**src/rtl/caliptra_imem_port_arb.sv**
```systemverilog
// IMEM port arbiter: core fetch vs buffered loader writes on one SRAM port.
// Define CALIPTRA_IMEM_ARB_FWD_EN to stall fetches that hit a queued write.
module caliptra_imem_port_arb #(
    parameter int ADDR_W     = 13,
    parameter int DATA_W     = 64,
    parameter int FIFO_DEPTH = 4,
    parameter int STARVE_MAX = 8
) (
    input  logic                          clk,
    input  logic                          cptra_rst_b,
    input  logic                          core_cs,
    input  logic [ADDR_W-1:0]             core_addr,
    output logic                          core_stall,
    output logic [DATA_W-1:0]             core_rdata,
    input  logic                          ext_wr_valid,
    input  logic [ADDR_W-1:0]             ext_wr_addr,
    input  logic [DATA_W-1:0]             ext_wr_data,
    output logic                          ext_wr_ready,
    output logic                          sram_cs,
    output logic                          sram_we,
    output logic [ADDR_W-1:0]             sram_addr,
    output logic [DATA_W-1:0]             sram_wdata,
    input  logic [DATA_W-1:0]             sram_rdata,
    output logic [$clog2(FIFO_DEPTH):0]   fifo_level,
    output logic                          busy
);

    localparam int PW = $clog2(FIFO_DEPTH);
    localparam int LW = PW + 1;
    localparam int SW = $clog2(STARVE_MAX + 1);

    typedef enum logic {
        ST_CORE,
        ST_FORCE
    } state_t;

    state_t state, state_nxt;

    logic [ADDR_W-1:0] fifo_addr [FIFO_DEPTH];
    logic [DATA_W-1:0] fifo_data [FIFO_DEPTH];
    logic [PW-1:0]     wr_ptr, rd_ptr;
    logic [LW-1:0]     count;
    logic [SW-1:0]     starve_cnt, starve_nxt;
    logic              active;
    logic              empty, full, push, pop, hazard;

    assign empty        = (count == '0);
    assign full         = (count == LW'(FIFO_DEPTH));
    // Held low until the first clock after reset so every output is 0 in reset.
    assign ext_wr_ready = active & ~full;
    assign push         = ext_wr_valid & ext_wr_ready;
    assign fifo_level   = count;
    assign busy         = ~empty;
    assign core_rdata   = active ? sram_rdata : '0;

`ifdef CALIPTRA_IMEM_ARB_FWD_EN
    always_comb begin
        hazard = 1'b0;
        for (int i = 0; i < FIFO_DEPTH; i++) begin
            if (LW'(i) < count &&
                fifo_addr[rd_ptr + PW'(i)] == core_addr)
                hazard = 1'b1;
        end
        // A write landing this cycle is also a hazard for the fetch.
        if (push && ext_wr_addr == core_addr)
            hazard = 1'b1;
    end
`else
    assign hazard = 1'b0;
`endif

    always_comb begin
        state_nxt  = state;
        starve_nxt = starve_cnt;
        pop        = 1'b0;
        sram_cs    = 1'b0;
        sram_we    = 1'b0;
        sram_addr  = '0;
        sram_wdata = '0;
        core_stall = 1'b0;
        if (active) begin
            unique case (state)
                ST_CORE: begin
                    if (core_cs && !hazard) begin
                        sram_cs   = 1'b1;
                        sram_addr = core_addr;
                        if (!empty && starve_cnt != SW'(STARVE_MAX))
                            starve_nxt = starve_cnt + 1'b1;
                    end else if (!empty) begin
                        pop        = 1'b1;
                        sram_cs    = 1'b1;
                        sram_we    = 1'b1;
                        sram_addr  = fifo_addr[rd_ptr];
                        sram_wdata = fifo_data[rd_ptr];
                        starve_nxt = '0;
                        core_stall = core_cs;
                    end else begin
                        core_stall = core_cs;
                    end
                    if (empty)
                        starve_nxt = '0;
                    if (!empty && starve_nxt == SW'(STARVE_MAX))
                        state_nxt = ST_FORCE;
                end
                ST_FORCE: begin
                    pop        = ~empty;
                    sram_cs    = ~empty;
                    sram_we    = ~empty;
                    sram_addr  = fifo_addr[rd_ptr];
                    sram_wdata = fifo_data[rd_ptr];
                    core_stall = core_cs;
                    starve_nxt = '0;
                    state_nxt  = ST_CORE;
                end
                default: state_nxt = ST_CORE;
            endcase
        end
    end

    always_ff @(posedge clk or negedge cptra_rst_b) begin
        if (!cptra_rst_b) begin
            active     <= 1'b0;
            state      <= ST_CORE;
            starve_cnt <= '0;
            wr_ptr     <= '0;
            rd_ptr     <= '0;
            count      <= '0;
        end else begin
            active     <= 1'b1;
            state      <= state_nxt;
            starve_cnt <= starve_nxt;
            if (push)
                wr_ptr <= wr_ptr + 1'b1;
            if (pop)
                rd_ptr <= rd_ptr + 1'b1;
            if (push && !pop)
                count <= count + 1'b1;
            else if (pop && !push)
                count <= count - 1'b1;
        end
    end

    always_ff @(posedge clk) begin
        if (push) begin
            fifo_addr[wr_ptr] <= ext_wr_addr;
            fifo_data[wr_ptr] <= ext_wr_data;
        end
    end

endmodule

```
**config.mk**
```make
export PLATFORM = sky130hd
export DESIGN_NAME = caliptra_imem_port_arb
export DESIGN_NICKNAME = d
export VERILOG_FILES = /design/src/rtl/caliptra_imem_port_arb.sv
export SDC_FILE = /design/constraint.sdc
export NUM_CORES = 1
export LEC_CHECK = 0
export CELL_PAD_IN_SITES_DETAIL_PLACEMENT = 0
export CELL_PAD_IN_SITES_GLOBAL_PLACEMENT = 1
export CORE_AREA = 2 2 243 125
export CTS_CLUSTER_DIAMETER = 200
export DETAILED_ROUTE_END_ITERATION = 16
export DIE_AREA = 0 0 245 127
export PLACE_DENSITY = 0.87
export SLEW_MARGIN = 40
export SYNTH_ARGS = -nofsm -noshare
export SYNTH_HDL_FRONTEND = slang
export SYNTH_SLANG_ARGS = --single-unit
```
**constraint.sdc**
```tcl
create_clock -name clk -period 8.88 [get_ports clk]
set_input_delay 2.22 -clock clk [delete_from_list [all_inputs] [get_ports clk]]
set_output_delay 2.22 -clock clk [all_outputs]
set_load 0.1 [all_outputs]
```
# --- Yosys cells after proc, flatten, opt, wreduce, memory -nomap -nowiden ---
# Memory sizes are Yosys's and may differ from the RTL's.
# Index checks and enable logic that the tools add are counted.
totals:
  mem_bits_rw: 308
  word_cells: 60
  in_bits: 158
  memories: 2
  romBits: 0
  ff_bits: 13
  latchBits: 0
classes:
  magnitude_cmp: 0
  muxes: 30
  mul: 0
  add_sub_neg: 5
  reduce_logical: 9
  n_eq_ne: 3
  shifts: 0
  bitwise_logic: 5
  div_mod_pow: 0
mem_list:
  columns: ["memory", "words", "width", "read_ports", "rd_clocked_by_memory_dff", "wr", "line_no", "text"]
  rows:
  - ["fifo_data", 4, 64, 1, 0, 1, "40", "logic [DATA_W-1:0] fifo_data [FIFO_DEPTH];"]
  - ["fifo_addr", 4, 13, 1, 0, 1, "39", "logic [ADDR_W-1:0] fifo_addr [FIFO_DEPTH];"]
ops:
  columns: ["op", "n"]
  rows:
  - ["$mux 64", 4]
  - ["$pmux 64 s2", 1]
  - ["$mux 13", 3]
  - ["$pmux 13 s2", 1]
  - ["$mux 4", 5]
  - ["$mux 1", 9]
  - ["$pmux 1 s2", 4]
  - ["$pmux 4 s2", 1]
  - ["$mux 3", 2]
  - ["$add 2x1->2 const B", 2]
  - ["$add 4x1->4 const B", 1]
  - ["$eq 4x4->1 const B", 1]
  - ["$logic_and 1x1->1", 4]
  - ["$ne 4x4->1 const B", 1]
  - ["$add 3x1->3 const B", 1]
  - ["$eq 3x3->1 const B", 1]
  - ["$logic_not 1->1", 3]
  - ["$logic_not 3->1", 1]
  - ["$not 1->1", 3]
  - ["$sub 3x1->3 const B", 1]
  - ["$and 1x1->1", 2]
  - ["$reduce_bool 2->1", 1]

# --- Logic depth before layout (Yosys ltp) ---
depth:
  word_depth: 12
  ltp_mapped: 9

# --- Least setup slack after synthesis ---
# Ideal clock, no wire load.
synth_path:
  path_kind: "input to output"
  startpoint: "in core_cs"
  endpoint: "out sram_cs"
  arrival_time_ns: 4.508
  path_buffers: 0
  t_required_ns: 6.660
  stages: 2
  setup_slack_ns: 2.152
  path_cell_list: "nand2b_1 a21boi_0"
synth_via:
  elab_chain_cells: 3
synth_lines:
  columns: ["item", "line_no", "text"]
  rows:
  - ["start, declared", "11", "input logic core_cs,"]
  - ["$mux 1", "84", "if (core_cs && !hazard) begin"]
  - ["$pmux 1 s2", "82", "unique case (state)"]
  - ["$mux 1", "81", "if (active) begin"]
  - ["end, declared", "19", "output logic sram_cs,"]
# Every way passes these cells.

# --- Final worst setup path ---
layout_path:
  startpoint: "in core_cs"
  endpoint: "out sram_addr[0]"
layout_via:
  elab_chain_cells: 3
layout_lines:
  columns: ["item", "line_no", "text"]
  rows:
  - ["$mux 13", "84", null]
  - ["$pmux 13 s2", "82", null]
  - ["$mux 13", "81", null]
  - ["end, declared", "21", "output logic [ADDR_W-1:0] sram_addr,"]
# Every way passes these cells.

==> results.py <==
metrics = {
    "floorplanning": {
        "placementRows": 44,
        "die_area_sq_um": 31100,
        "die_w_um": 245,
        "core_area_sq_um": 28800,
        "pin_count": 307,
        "initial_core_util_pct": 44.8,
        "die_h_um": 127,
    },
    "power_and_ir_drop": {
        "internal_power_mw": 3.12,
        "seq_power_share_pct": 38.8,
        "ir_drop_mv": 0.160,
        "leakage_nw": 6.13,
        "netSwitchingPower_mw": 1.82,
        "combinationalPowerShare_pct": 36.2,
        "clockPowerShare_pct": 25.0,
        "p_per_area_nw_per_um2": 297,
        "p_sw_share_pct": 36.9,
        "power_mw": 4.94,
    },
    "critical_path": {
        "crit_slowest_cell": "clkdlybuf4s50_1",
        "critPathMaxFanout": 27,
        "path_cells": "clkdlybuf4s50_1, o21ai_4, buf_4, and2_1, a22o_1, buf_2",
        "slowest_delay_ns": 0.54,
        "cp.buffers_inverters": 3,
        "critical_path.top_delay_family": "buffers and inverters",
        "startpoint_type": "input pin",
        "cp.required_ns": 6.66,
        "path_class": "in -> out",
        "arrival_ns": 4.40,
        "worstSetupEndpointType": "output port",
    },
    "logic_synthesis": {
        "yosysWarnings": 0,
        "synth_cell_types": 33,
        "synth_edf_count": 308,
        "synth_nets": 815,
        "synth_cells": 649,
        "ys_seq_elements": 321,
        "avgSynthCellArea_sq_um": 19.9,
        "synthFlopType": "edfxtp_1",
        "syn-cell-area_sq_um": 12900,
        "seq_area_frac_synth_pct": 74.2,
        "async_reset_ff_share_pct": 4.05,
    },
    "place": {
        "placedInstanceArea_sq_um": 15700,
        "dp.cells": 1315,
        "gp_congestion": 0.773,
        "portBuffers": 306,
        "hpwl_um": 19700,
    },
    "route": {
        "drtIter0Drc": 485,
        "vias": 7102,
        "wl_per_cell_um": 21.8,
        "drt-pass1-iter-count": 4,
        "vias_per_cell": 5.18,
        "route.detailed.drc": 0,
        "postRouteAntennaNets": 0,
        "wirelength_um": 29900,
    },
    "run": {
        "drv_cap": 0,
    },
    "clock_tree": {
        "cts_sinks": 321,
        "h-tree-depth": 1,
        "post_cts_buffers": 0,
        "hold_buffers": 0,
        "cts-root-buf": "clkbuf_16",
        "insertion_delay_ns": 0.54,
        "clk_pin_slew_ns": 0.06,
        "cts_tree": "built",
        "cts_buffers": 29,
        "cts_resized": 0,
        "cts_buffer_depth": 3,
    },
    "sta": {
        "fin_crit_sh_pct": 74.5,
        "final_max_slew_viol_count": 0,
        "fin_setup_tns_ns": 0,
        "tightest_slew_ns": 0.772,
        "rsz0062_at_grt": "no",
        "min_period_ns": 6.62,
        "max_freq_mhz": 151,
        "final-hold-violation-count": 0,
        "setup_violations": 0,
        "fin_skew_ns": 0.00933,
        "hold_slack_ns": 0.579,
        "maxSlewHeadroom_pct": 48.6,
    },
    "global_route": {
        "grt_start_max_net_pins": 73,
        "globalRouteOverflowTotal": 0,
        "grt_pass1_wl_um": 45000,
        "antenna_found_initial": 1,
        "grt_pass1_vias": 7394,
        "grtUsageTotal_pct": 19.1,
    },
    "finish": {
        "final_common_cell": "edfxtp_1",
        "final_cell_mix": "308 x edfxtp_1, 157 x clkdlybuf4s50_1, 148 x buf_2",
        "layout-drive-gt1-share_pct": 30.1,
        "final_nets": 1121,
        "final_area_sq_um": 16600,
        "area_growth_pct": 28.8,
        "fin_cells": 1370,
    },
    "status": {
        "outcome": "finished clean",
    },
    "min_path": {
        "hp-class": "reg -> reg",
    },
}
routing by layer:
metal	GRT usage (%)	part of all wire, %	vias to the layer above	routed length (um)
met3	3.03	4.4	42	1310
met1	23.6	40	3653	11800
met4	5.52	2.5	0	736
li1	-	-	3220	-
met5	0	0	-	0
met2	34.9	54	187	16000
cell families (layout without fill, tap and decap cells):
logic type                 count (synthesis)  in the layout  synth area share [%]
AOI/OAI and AO/OA                         26             26                  1.58
xor gates and xnor gates                   7              7                 0.475
adders and majority gates                  8              8                 0.834
buffers and inverters                     53            381                  1.94
DFF                                      321            321                  74.2
muxes                                     79             79                  13.6
other                                      1              3                0.0291
and+or+nand+nor                          154            154                  7.33
area by class of cell:
type,count,area [sq um]
timing repair buffer,317,2450
fill,2164,12200
multi-input combinational,275,3110
clock inverter,16,158
clock buffer,37,786
inverter,11,41.3
antenna,2,5.00
sequential,321,9590
tap,391,489
worst paths after layout:
path	start	slack (ns)	endpoint	cells after the start
setup / recovery	core_cs	2.26	sram_addr[0]	6
hold / removal	wr_ptr[1]	0.58	wr_ptr[1]	1
setup reg to reg	active	6.16	fifo_level[2]	9
hold reg to reg	wr_ptr[1]	0.58	wr_ptr[1]	1
max in group asynchronous	cptra_rst_b	6.34	rd_ptr[0]	1
min in group asynchronous	cptra_rst_b	2.07	starve_cnt[1]	1
cell usage after synthesis (5+ instances only):
| cell type | number | share of area [%] |
|---|---|---|
| clkbuf_1 | 26 | 0.76 |
| and3_1 | 70 | 3.4 |
| edfxtp_1 | 308 | 72 |
| xnor2_1 | 5 | 0.34 |
| inv_1 | 11 | 0.32 |
| nand2_1 | 7 | 0.20 |
| buf_2 | 13 | 0.50 |
| and2_1 | 66 | 3.2 |
| dfrtp_1 | 13 | 2.5 |
| a22o_1 | 14 | 0.95 |
| o21ai_0 | 5 | 0.19 |
| mux4_2 | 77 | 13 |
| ha_1 | 7 | 0.68 |
power groups by stage:
stage	registers (mW)	clock network, mW	logic [mW]
floorplan	1.97	0	1.42
CTS	1.92	1.26	1.82
global route	1.93	1.32	1.89
finish	1.92	1.23	1.79
detailed placement	1.95	0	1.81
global placement	1.95	0	1.89
state kept, by name (all words and copies together), names as in the netlist:
signal and flops:
starve_cnt 4, state 1, rd_ptr 2, fifo_level 3
active 1, fifo_data 256, wr_ptr 2, fifo_addr 52
metrics by stage:
step / utilization (%) / setup slack [ns]
2_1_floorplan: - / 2.15
3_3_place_gp: 56.8 / 1.60
3_5_place_dp: 54.4 / 2.26
4_1_cts: 57.7 / 2.23
5_1_grt: 57.7 / 2.10
6_report: 57.7 / 2.26
Note: power is estimated with default switching activity, not from simulation.
